### src/rtl/bp_be_dcache_miss_queue_if.sv
// rtl/bp_be_dcache_miss_queue_if.sv - fast-path / LCE handshake bundle for the D$ miss queue
interface bp_be_dcache_miss_queue_if #(
    parameter int req_width_p       = 128,
    parameter int metadata_width_p  = 4,
    parameter int max_outstanding_p = 1
);
    localparam int out_w = $clog2(max_outstanding_p + 1);

    logic [req_width_p-1:0]      req_i;
    logic                        req_v_i;
    logic                        req_ready_o;
    logic [metadata_width_p-1:0] metadata_i;
    logic                        metadata_v_i;
    logic [req_width_p-1:0]      cache_req_o;
    logic                        cache_req_v_o;
    logic                        cache_req_ready_i;
    logic [metadata_width_p-1:0] cache_req_metadata_o;
    logic                        cache_req_metadata_v_o;
    logic                        cache_req_complete_i;
    logic                        credits_full_i;
    logic [out_w-1:0]            outstanding_o;
    logic                        empty_o;
    logic                        full_o;

    modport slave (
        input  req_i, req_v_i, metadata_i, metadata_v_i,
               cache_req_ready_i, cache_req_complete_i, credits_full_i,
        output req_ready_o, cache_req_o, cache_req_v_o, cache_req_metadata_o,
               cache_req_metadata_v_o, outstanding_o, empty_o, full_o
    );

    modport master (
        output req_i, req_v_i, metadata_i, metadata_v_i,
               cache_req_ready_i, cache_req_complete_i, credits_full_i,
        input  req_ready_o, cache_req_o, cache_req_v_o, cache_req_metadata_o,
               cache_req_metadata_v_o, outstanding_o, empty_o, full_o
    );
endinterface

### src/rtl/bp_be_dcache_miss_queue.sv
// rtl/bp_be_dcache_miss_queue.sv - pairs D$ miss requests with late metadata and throttles issue to the LCE
module bp_be_dcache_miss_queue #(
    parameter int els_p             = 4,
    parameter int req_width_p       = 128,
    parameter int metadata_width_p  = 4,
    parameter int max_outstanding_p = 1
) (
    input  logic                     clk_i,
    input  logic                     reset_n_i,
    bp_be_dcache_miss_queue_if.slave bus
);
    localparam int ptr_w = $clog2(els_p);
    localparam int cnt_w = $clog2(els_p + 1);
    localparam int out_w = $clog2(max_outstanding_p + 1);

    logic [req_width_p-1:0]      r_req [els_p];
    logic [metadata_width_p-1:0] r_md  [els_p];
    logic [els_p-1:0]            r_md_v;
    logic [ptr_w-1:0]            r_wptr, r_mptr, r_rptr;
    logic [cnt_w-1:0]            r_count;
    logic [cnt_w-1:0]            r_pending;
    logic [out_w-1:0]            r_out;
    logic [metadata_width_p-1:0] r_md_out;
    logic                        r_md_pulse;

    logic w_full, w_empty, w_enq, w_fill, w_issue, w_deq, w_cmp;

    function automatic logic [ptr_w-1:0] next_ptr(input logic [ptr_w-1:0] p);
        return (p == ptr_w'(els_p - 1)) ? '0 : p + 1'b1;
    endfunction

    assign w_full  = (r_count == cnt_w'(els_p));
    assign w_empty = (r_count == '0);
    assign w_enq   = bus.req_v_i & ~w_full;
    // r_pending counts only entries already held, so a same-cycle enqueue is never filled
    assign w_fill  = bus.metadata_v_i & (r_pending != '0);
    assign w_issue = ~w_empty & r_md_v[r_rptr]
                   & (r_out < out_w'(max_outstanding_p)) & ~bus.credits_full_i;
    assign w_deq   = w_issue & bus.cache_req_ready_i;
    assign w_cmp   = bus.cache_req_complete_i & (r_out != '0);

    always_ff @(posedge clk_i or negedge reset_n_i) begin
        if (!reset_n_i) begin
            for (int i = 0; i < els_p; i++) begin
                r_req[i] <= '0;
                r_md[i]  <= '0;
            end
            r_md_v <= '0;
        end else begin
            if (w_enq) begin
                r_req[r_wptr]  <= bus.req_i;
                r_md_v[r_wptr] <= 1'b0;
            end
            if (w_fill) begin
                r_md[r_mptr]   <= bus.metadata_i;
                r_md_v[r_mptr] <= 1'b1;
            end
        end
    end

    always_ff @(posedge clk_i or negedge reset_n_i) begin
        if (!reset_n_i) begin
            r_wptr     <= '0;
            r_mptr     <= '0;
            r_rptr     <= '0;
            r_count    <= '0;
            r_pending  <= '0;
            r_out      <= '0;
            r_md_out   <= '0;
            r_md_pulse <= 1'b0;
        end else begin
            if (w_enq)  r_wptr <= next_ptr(r_wptr);
            if (w_fill) r_mptr <= next_ptr(r_mptr);
            if (w_deq)  r_rptr <= next_ptr(r_rptr);

            case ({w_enq, w_deq})
                2'b10:   r_count <= r_count + 1'b1;
                2'b01:   r_count <= r_count - 1'b1;
                default: r_count <= r_count;
            endcase

            case ({w_enq, w_fill})
                2'b10:   r_pending <= r_pending + 1'b1;
                2'b01:   r_pending <= r_pending - 1'b1;
                default: r_pending <= r_pending;
            endcase

            if (w_deq && !w_cmp)      r_out <= r_out + 1'b1;
            else if (w_cmp && !w_deq) r_out <= r_out - 1'b1;

            r_md_pulse <= w_deq;
            if (w_deq) r_md_out <= r_md[r_rptr];
        end
    end

    assign bus.req_ready_o            = ~w_full;
    assign bus.cache_req_o            = r_req[r_rptr];
    assign bus.cache_req_v_o          = w_issue;
    assign bus.cache_req_metadata_o   = r_md_out;
    assign bus.cache_req_metadata_v_o = r_md_pulse;
    assign bus.outstanding_o          = r_out;
    assign bus.empty_o                = w_empty;
    assign bus.full_o                 = w_full;
endmodule

### src/flat_wrapper.sv
// flat-port wrapper written by rule: the top's interface ports become plain ports
module bp_be_dcache_miss_queue_flat 
#(
    parameter int els_p             = 4,
    parameter int req_width_p       = 128,
    parameter int metadata_width_p  = 4,
    parameter int max_outstanding_p = 1
)
  (clk_i, reset_n_i, bus_req_i, bus_req_v_i, bus_metadata_i, bus_metadata_v_i, bus_cache_req_ready_i, bus_cache_req_complete_i, bus_credits_full_i, bus_req_ready_o, bus_cache_req_o, bus_cache_req_v_o, bus_cache_req_metadata_o, bus_cache_req_metadata_v_o, bus_outstanding_o, bus_empty_o, bus_full_o);
  bp_be_dcache_miss_queue_if #(.req_width_p(req_width_p), .metadata_width_p(metadata_width_p), .max_outstanding_p(max_outstanding_p)) bus_i ();
  input  logic clk_i;
  input  logic reset_n_i;
  input wire logic [$bits(bus_i.req_i)-1:0] bus_req_i;
  input wire logic [$bits(bus_i.req_v_i)-1:0] bus_req_v_i;
  input wire logic [$bits(bus_i.metadata_i)-1:0] bus_metadata_i;
  input wire logic [$bits(bus_i.metadata_v_i)-1:0] bus_metadata_v_i;
  input wire logic [$bits(bus_i.cache_req_ready_i)-1:0] bus_cache_req_ready_i;
  input wire logic [$bits(bus_i.cache_req_complete_i)-1:0] bus_cache_req_complete_i;
  input wire logic [$bits(bus_i.credits_full_i)-1:0] bus_credits_full_i;
  output wire logic [$bits(bus_i.req_ready_o)-1:0] bus_req_ready_o;
  output wire logic [$bits(bus_i.cache_req_o)-1:0] bus_cache_req_o;
  output wire logic [$bits(bus_i.cache_req_v_o)-1:0] bus_cache_req_v_o;
  output wire logic [$bits(bus_i.cache_req_metadata_o)-1:0] bus_cache_req_metadata_o;
  output wire logic [$bits(bus_i.cache_req_metadata_v_o)-1:0] bus_cache_req_metadata_v_o;
  output wire logic [$bits(bus_i.outstanding_o)-1:0] bus_outstanding_o;
  output wire logic [$bits(bus_i.empty_o)-1:0] bus_empty_o;
  output wire logic [$bits(bus_i.full_o)-1:0] bus_full_o;
  assign bus_i.req_i = bus_req_i;
  assign bus_i.req_v_i = bus_req_v_i;
  assign bus_i.metadata_i = bus_metadata_i;
  assign bus_i.metadata_v_i = bus_metadata_v_i;
  assign bus_i.cache_req_ready_i = bus_cache_req_ready_i;
  assign bus_i.cache_req_complete_i = bus_cache_req_complete_i;
  assign bus_i.credits_full_i = bus_credits_full_i;
  assign bus_req_ready_o = bus_i.req_ready_o;
  assign bus_cache_req_o = bus_i.cache_req_o;
  assign bus_cache_req_v_o = bus_i.cache_req_v_o;
  assign bus_cache_req_metadata_o = bus_i.cache_req_metadata_o;
  assign bus_cache_req_metadata_v_o = bus_i.cache_req_metadata_v_o;
  assign bus_outstanding_o = bus_i.outstanding_o;
  assign bus_empty_o = bus_i.empty_o;
  assign bus_full_o = bus_i.full_o;
  bp_be_dcache_miss_queue #(.els_p(els_p), .req_width_p(req_width_p), .metadata_width_p(metadata_width_p), .max_outstanding_p(max_outstanding_p)) u_core (.clk_i(clk_i), .reset_n_i(reset_n_i), .bus(bus_i));
endmodule
### config.mk
export PLATFORM = sky130hd
export DESIGN_NAME = bp_be_dcache_miss_queue_flat
export DESIGN_NICKNAME = d
export VERILOG_FILES = /design/src/rtl/bp_be_dcache_miss_queue_if.sv /design/src/rtl/bp_be_dcache_miss_queue.sv /design/src/flat_wrapper.sv
export SDC_FILE = /design/constraint.sdc
export NUM_CORES = 1
export LEC_CHECK = 0
export CORE_ASPECT_RATIO = 0.9
export CORE_UTILIZATION = 57
export DETAILED_ROUTE_END_ITERATION = 8
export GPL_TIMING_DRIVEN = 0
export PLACE_DENSITY_LB_ADDON = 0.1
export SYNTH_ARGS = -nofsm -noshare
export SYNTH_HDL_FRONTEND = slang
export SYNTH_SLANG_ARGS = --single-unit
export TNS_END_PERCENT = 20
### constraint.sdc
create_clock -name clk_i -period 2.9 [get_ports clk_i]
set_input_delay 0.435 -clock clk_i [delete_from_list [all_inputs] [get_ports clk_i]]
set_output_delay 0.435 -clock clk_i [all_outputs]
set_load 0.02 [all_outputs]
# Word level (Yosys, flattened, before mapping)

Cells that the tools add are included.

Register bits: 550
Input bits: 139
Output and inout bits: 138
Logic and storage cells: 101

Add/sub/neg operators: 9
Order comparisons: 11
Eq/ne operators: 8
Mux-type cells: 27
Bitwise gates (word level): 16
Reductions and logical operators: 13

Operators by type and width:

| cell                  | count |
|---|---|
| $bwmux W512           | 1 |
| $mux W128             | 3 |
| $bmux W128 S2         | 1 |
| $demux W128 S2        | 1 |
| $mux W4               | 5 |
| $bwmux W16            | 1 |
| $pmux W3 S2           | 2 |
| $eq A2 B2 Y1 const B  | 5 |
| $ge A3 B3 Y1 const B  | 3 |
| $lt A2 B3 Y1 const B  | 3 |
| $not A2 Y3            | 3 |
| $bmux W4 S2           | 1 |
| $demux W4 S2          | 1 |
| $and A1 B1 Y1         | 7 |
| $add A2 B1 Y2 const B | 3 |
| $add A3 B1 Y3 const B | 2 |
| $logic_and A1 B1 Y1   | 6 |
| $lt A3 B1 Y1 const B  | 2 |
| $mux W2               | 3 |
| $reduce_bool A2 Y1    | 3 |
| $sub A3 B1 Y3 const B | 2 |
| $mux W1               | 5 |
| $and A4 B4 Y4         | 1 |
| $demux W1 S2          | 2 |
| 13 further kinds      | 18 |

# Longest topological paths before layout

Word-level depth: 10
Gate-level depth with buffers: 10
Gate-level depth less buffers: 9

# Worst setup path before layout

No wires, ideal clock.

Path type: register -> register
From: register u_core.r_rptr[0]
To: register u_core.r_count[2]
Setup time: 0.079 ns
Arrival time: 2.134 ns
Data required time: 2.821 ns
Path slack: 0.687 ns
Stages on the path, launching flop included: 11
Buffers on the path: 1
Period minus slack after synthesis: 2.213 ns
Cells stage by stage: dfrtp_1 > buf_2 > mux4_2 > nand3_1 > inv_2 > ha_1 > inv_1 > fa_1 > xor2_1 > nor2_1 > xor2_1

Longest elaborated chain between the ends: 8
Elaborated cells between the ends (all ways): 10
Classes of those cells: eq/ne: 2; mux: 3; bitwise: 4; reduce/logical: 1

Ends and longest elaborated chain:

| what                                                     | line                          | text |
|---|---|---|
| start: declaration                                       | bp_be_dcache_miss_queue.sv:19 | `logic [ptr_w-1:0] r_wptr, r_mptr, r_rptr;` |
| start signal: assignment                                 | bp_be_dcache_miss_queue.sv:74 | `if (w_deq) r_rptr <= next_ptr(r_rptr);` |
| $bmux W1 S2 *                                            | bp_be_dcache_miss_queue.sv:37 | `assign w_issue = ~w_empty & r_md_v[r_rptr]` |
| $mux W1 (implied by the code) *                          | bp_be_dcache_miss_queue.sv:37 |  |
| $and A1 B1 Y1 *                                          | bp_be_dcache_miss_queue.sv:37 |  |
| $and A1 B1 Y1 * (2 in a row)                             | bp_be_dcache_miss_queue.sv:38 | `& (r_out < out_w'(max_outstanding_p)) & ~bus.credits_full_i;` |
| $and A1 B1 Y1 *                                          | bp_be_dcache_miss_queue.sv:39 | `assign w_deq = w_issue & bus.cache_req_ready_i;` |
| via u_core.w_deq                                         | bp_be_dcache_miss_queue.sv:26 | `logic w_full, w_empty, w_enq, w_fill, w_issue, w_deq, w_cmp;` |
| $eq A2 B1 Y1 / $eq A2 B2 Y1 (equally long branches)      | bp_be_dcache_miss_queue.sv:76 | `case ({w_enq, w_deq})` |
| $pmux W3 S2 / $reduce_bool A2 Y1 (equally long branches) | --                            |  |
| end signal: assignment                                   | bp_be_dcache_miss_queue.sv:77 | `2'b10: r_count <= r_count + 1'b1;` |
| end signal: assignment                                   | bp_be_dcache_miss_queue.sv:78 | `2'b01: r_count <= r_count - 1'b1;` |
| end signal: assignment                                   | bp_be_dcache_miss_queue.sv:79 | `default: r_count <= r_count;` |
| end: declaration                                         | bp_be_dcache_miss_queue.sv:20 | `logic [cnt_w-1:0] r_count;` |

The timed path passes the listed nets; every way through them passes the cells marked *. The select of a mux whose other input is x is not followed.
A chain may end at the register's enable or synchronous reset.

# Final worst setup path

From: register u_core.r_rptr[0]
To: output bus_cache_req_o[38]

Longest elaborated chain between the ends: 4

Ends and longest elaborated chain:

| what                                         | line                          | text |
|---|---|---|
| $not A2 Y3 (implied by the code)             | bp_be_dcache_miss_queue.sv:97 | `assign bus.cache_req_o = r_req[r_rptr];` |
| $bmux W128 S2                                | bp_be_dcache_miss_queue.sv:97 |  |
| $mux W128 (implied by the code) (2 in a row) | bp_be_dcache_miss_queue.sv:97 |  |
| end: declaration                             | flat_wrapper.sv:21            | `output wire logic [$bits(bus_i.cache_req_o)-1:0] bus_cache_req_o;` |

No other way between the ends. The select of a mux whose other input is x is not followed.

==> metrics.yaml <==
outcome:
  outcome: "finished, final reports clean"
route:
  wl_met1_um: 24650
  met2_length_um: 26870
  vias: 13420
  wl_per_cell_um: 23.46
  viasPerCell: 5.688
  top_layer: "met5"
  drc: 0
  wl_met3_um: 2847
  first_pass_iters: 4
  initialDrtViolationCount: 610
  wirelength_um: 55360
  ant_nets: 0
global_routing:
  overflow: 0
  grtUsageTotal: 0.2473
  grt_pass1_vias: 14840
  antenna_found_initial: 5
  grt_max_degree: 106
  grt_pass1_wl_um: 87640
setup_path:
  crit_top_cell: "buf_12"
  cp_data_required_time_ns: 2.47
  startpoint_type: "flip-flop"
  worstPathArrival_ns: 2.42
  criticalPathCategory: "flip-flop to output port"
  cpLargestDelayFamily: "buffers and inverters"
  end_kind: "output port"
  crit_chain: "buf_12 -> bufbuf_16 -> buf_12 -> mux4_2 -> clkdlybuf4s15_2"
  crit_buf_inv: 4
  cpPeakStageDelay_ns: 0.51
  cp_max_fo: 10
  cpMaxStageDelayCell: "mux4_2"
cts:
  clk_latency_ns: 0.60
  path_clk_slew_ns: 0.06
  cts_sinks: 550
  root_buffer: "clkbuf_16"
  cts_tree: "yes"
  numCtsBuffers: 56
  htreeDepth: 2
  cts_buffer_depth: 3
die:
  coreArea_um2: 44570
  die_x_um: 227.0
  ios: 277
  floorplan.initialDensity: 0.5825
  fp.dieArea_um2: 46410
  rows: 73
  die_h_um: 204.5
placed_design:
  place_congestion: 0.7594
  dp_hpwl_um: 35670
  portBuffers: 276
cells_and_area:
  final_util: 0.7099
  finalNetCount: 1866
  fill_cells: 2938
  drive_gt1_frac: 0.5213
  area_delta_synth_final_pct: 21.88
  register_area_um2: 13760
  multi_input_area_um2: 10990
logic_synthesis:
  synth_area_um2: 25960
  yosysTopAreaCell: "dfrtp_1"
  synth_edf_count: 0
  yosysWarnings: 0
  synth.top_cell.area_share: 0.5301
  synth_cells: 1371
  synth-seq-cells: 550
  yosys-top-cells-area: "dfrtp_1 (53%), mux2_4 (23%), mux4_2 (12%)"
  synth.distinct_cells: 28
  synthArstFlopShare: 1.000
  avgSynthCellArea_um2: 18.94
  synth_most_common_cell: "dfrtp_1"
  synthesis.nets: 1523
  seq_area_frac_synth: 0.5301
  synthFlopType: "dfrtp_1"
  synthTopCellsByCount: "dfrtp_1 (550), mux2_4 (400), mux2_2 (136), mux4_2 (133), buf_12 (44)"
timing:
  setup_viol: 0
  fmax_mhz: 349.7
  grt_setup_unrepaired: "true"
  period_share: 0.9861
  slew_violations: 0
  tightest_slew_ns: 0.5454
  final.setup_skew_ns: 0.01717
  relSlewSlack: 0.6364
  fin_crit_ns: 2.860
  hold_violations: 0
run:
  maxCapViolCount: 0
pwr:
  total_power_mw: 41.60
  power.density_nw_per_um2: 1315
  peakVddDrop_uv: 676.6
  p_leak_nw: 15.03
worst_hold_path:
  hp-class: "input port to async pin"
==> sequential cells by signal, indices dropped and copies added, names as in the netlist <==
| name | count |
|---|---|
| u_core.r_rptr | 2 |
| u_core.r_count | 3 |
| u_core.r_mptr | 2 |
| u_core.bus.outstanding_o | 1 |
| u_core.bus.cache_req_metadata_o | 4 |
| u_core.r_pending | 3 |
| u_core.r_md | 16 |
| u_core.r_md_v | 4 |
| u_core.bus.cache_req_metadata_v_o | 1 |
| u_core.r_wptr | 2 |
| u_core.r_req | 512 |
==> metrics by stage <==
step	hold WS (ns)	cells	setup WS, ns	cell area, um2	setup TNS, ns
floorplan	0.1394	1371	0.6867	25960	0
global placement	0.4628	2247	-22.32	29480	-
detailed placement	0.4630	2252	-0.4791	29620	-38.53
CTS	0.3711	2358	-0.09866	31760	-0.6852
global route	0.4094	2360	-0.06754	31640	-0.5773
finish	0.3971	2360	0.04017	31640	0
==> power by group <==
group	total (mW)	switching, mW	internal (mW)
Combinational	20.2	8.32	11.9
Sequential	13.8	2.13	11.7
Clock	7.63	3.09	4.54
==> layout make-up <==
type                            instances  share of cell area
Buffer                                 88             0.04373
Timing Repair Buffer                  285             0.08699
Tap cell                              600             0.02372
Clock buffer                           74             0.04994
Inverter                               14            0.001661
Clock inverter                         29             0.01151
Antenna cell                            1          0.00007908
Sequential cell                       550              0.4350
Multi-Input combinational cell        719              0.3474
==> kinds of logic (layout without fill, tap and decap cells) <==
group | Yosys count | in the layout | share of synthesized area
other cells | 0 | 1 | 0
fa+ha+maj | 13 | 13 | 0.006843
buf+inv | 102 | 490 | 0.04646
simple gates | 21 | 21 | 0.005832
mux | 671 | 671 | 0.4065
compound gates | 8 | 8 | 0.002265
flops | 550 | 550 | 0.5301
xor+xnor | 6 | 6 | 0.002024
==> cell usage in the layout, fill, tap and decap left out, types with 5 or more instances in the layout <==
| cell | synthesis | routed |
|---|---|---|
| clkbuf_4 | 0 | 8 |
| mux4_2 | 133 | 133 |
| clkbuf_8 | 0 | 10 |
| buf_2 | 20 | 30 |
| clkbuf_1 | 10 | 8 |
| nand2_1 | 7 | 7 |
| mux2_4 | 400 | 400 |
| dfrtp_1 | 550 | 550 |
| mux2_2 | 136 | 136 |
| clkinv_2 | 0 | 15 |
| clkdlybuf4s15_2 | 0 | 15 |
| buf_12 | 44 | 52 |
| buf_4 | 4 | 8 |
| dlymetal6s2s_1 | 0 | 6 |
| dlygate4sd2_1 | 0 | 69 |
| clkbuf_16 | 0 | 58 |
| buf_8 | 0 | 5 |
| buf_16 | 0 | 5 |
| inv_1 | 13 | 13 |
| clkdlybuf4s50_1 | 0 | 147 |
| ha_1 | 11 | 11 |
| bufinv_16 | 0 | 8 |
| nor2_1 | 5 | 5 |
| buf_6 | 9 | 13 |
| clkbuf_2 | 0 | 9 |
==> worst reg2reg max path, delay by kind of cell (launching register included) <==
family	cells	cell delay, ns
AND/OR/NAND/NOR	2	0.26
adder cells (fa/ha/maj)	2	0.65
buffers and inverters	3	0.48
XOR/XNOR	2	0.30
flip-flops	1	0.41
multiplexers	1	0.39
==> per-layer routing <==
metal / track usage / vias up
li1: - / 5797
met1: 0.3554 / 7294
met2: 0.3850 / 249
met3: 0.05405 / 76
met4: 0.06208 / 8
met5: 0 / -
==> path summary, 6_finish.rpt <==
check | from | end | slack [ns] | depth (start not counted)
worst max-delay path | u_core.r_rptr[0]$_DFFE_PN0P_ | bus_cache_req_o[38] | 0.04 | 5
min in group clk_i | bus_cache_req_complete_i | u_core.bus.outstanding_o$_DFFE_PN0P_ | 0.41 | 2
worst min-delay path | reset_n_i | u_core.r_req[90]$_DFFE_PN0P_ | 0.40 | 2
worst max register to register | u_core.r_rptr[0]$_DFFE_PN0P_ | u_core.r_count[2]$_DFFE_PN0P_ | 0.35 | 10
worst min register to register | u_core.r_pending[2]$_DFFE_PN0P_ | u_core.r_pending[2]$_DFFE_PN0P_ | 0.47 | 1
max in group asynchronous | reset_n_i | u_core.r_req[265]$_DFFE_PN0P_ | 0.51 | 6
==> what timing repair did <==
action	in CTS	in global routing
resized for setup	283	53
setup buffers	1	0
hold buffers	1	0
gates cloned	1	1
hold endpoints to repair	79	0
endpoints found under the setup margin	129	149
Note: power is estimated with default switching activity, not from simulation.
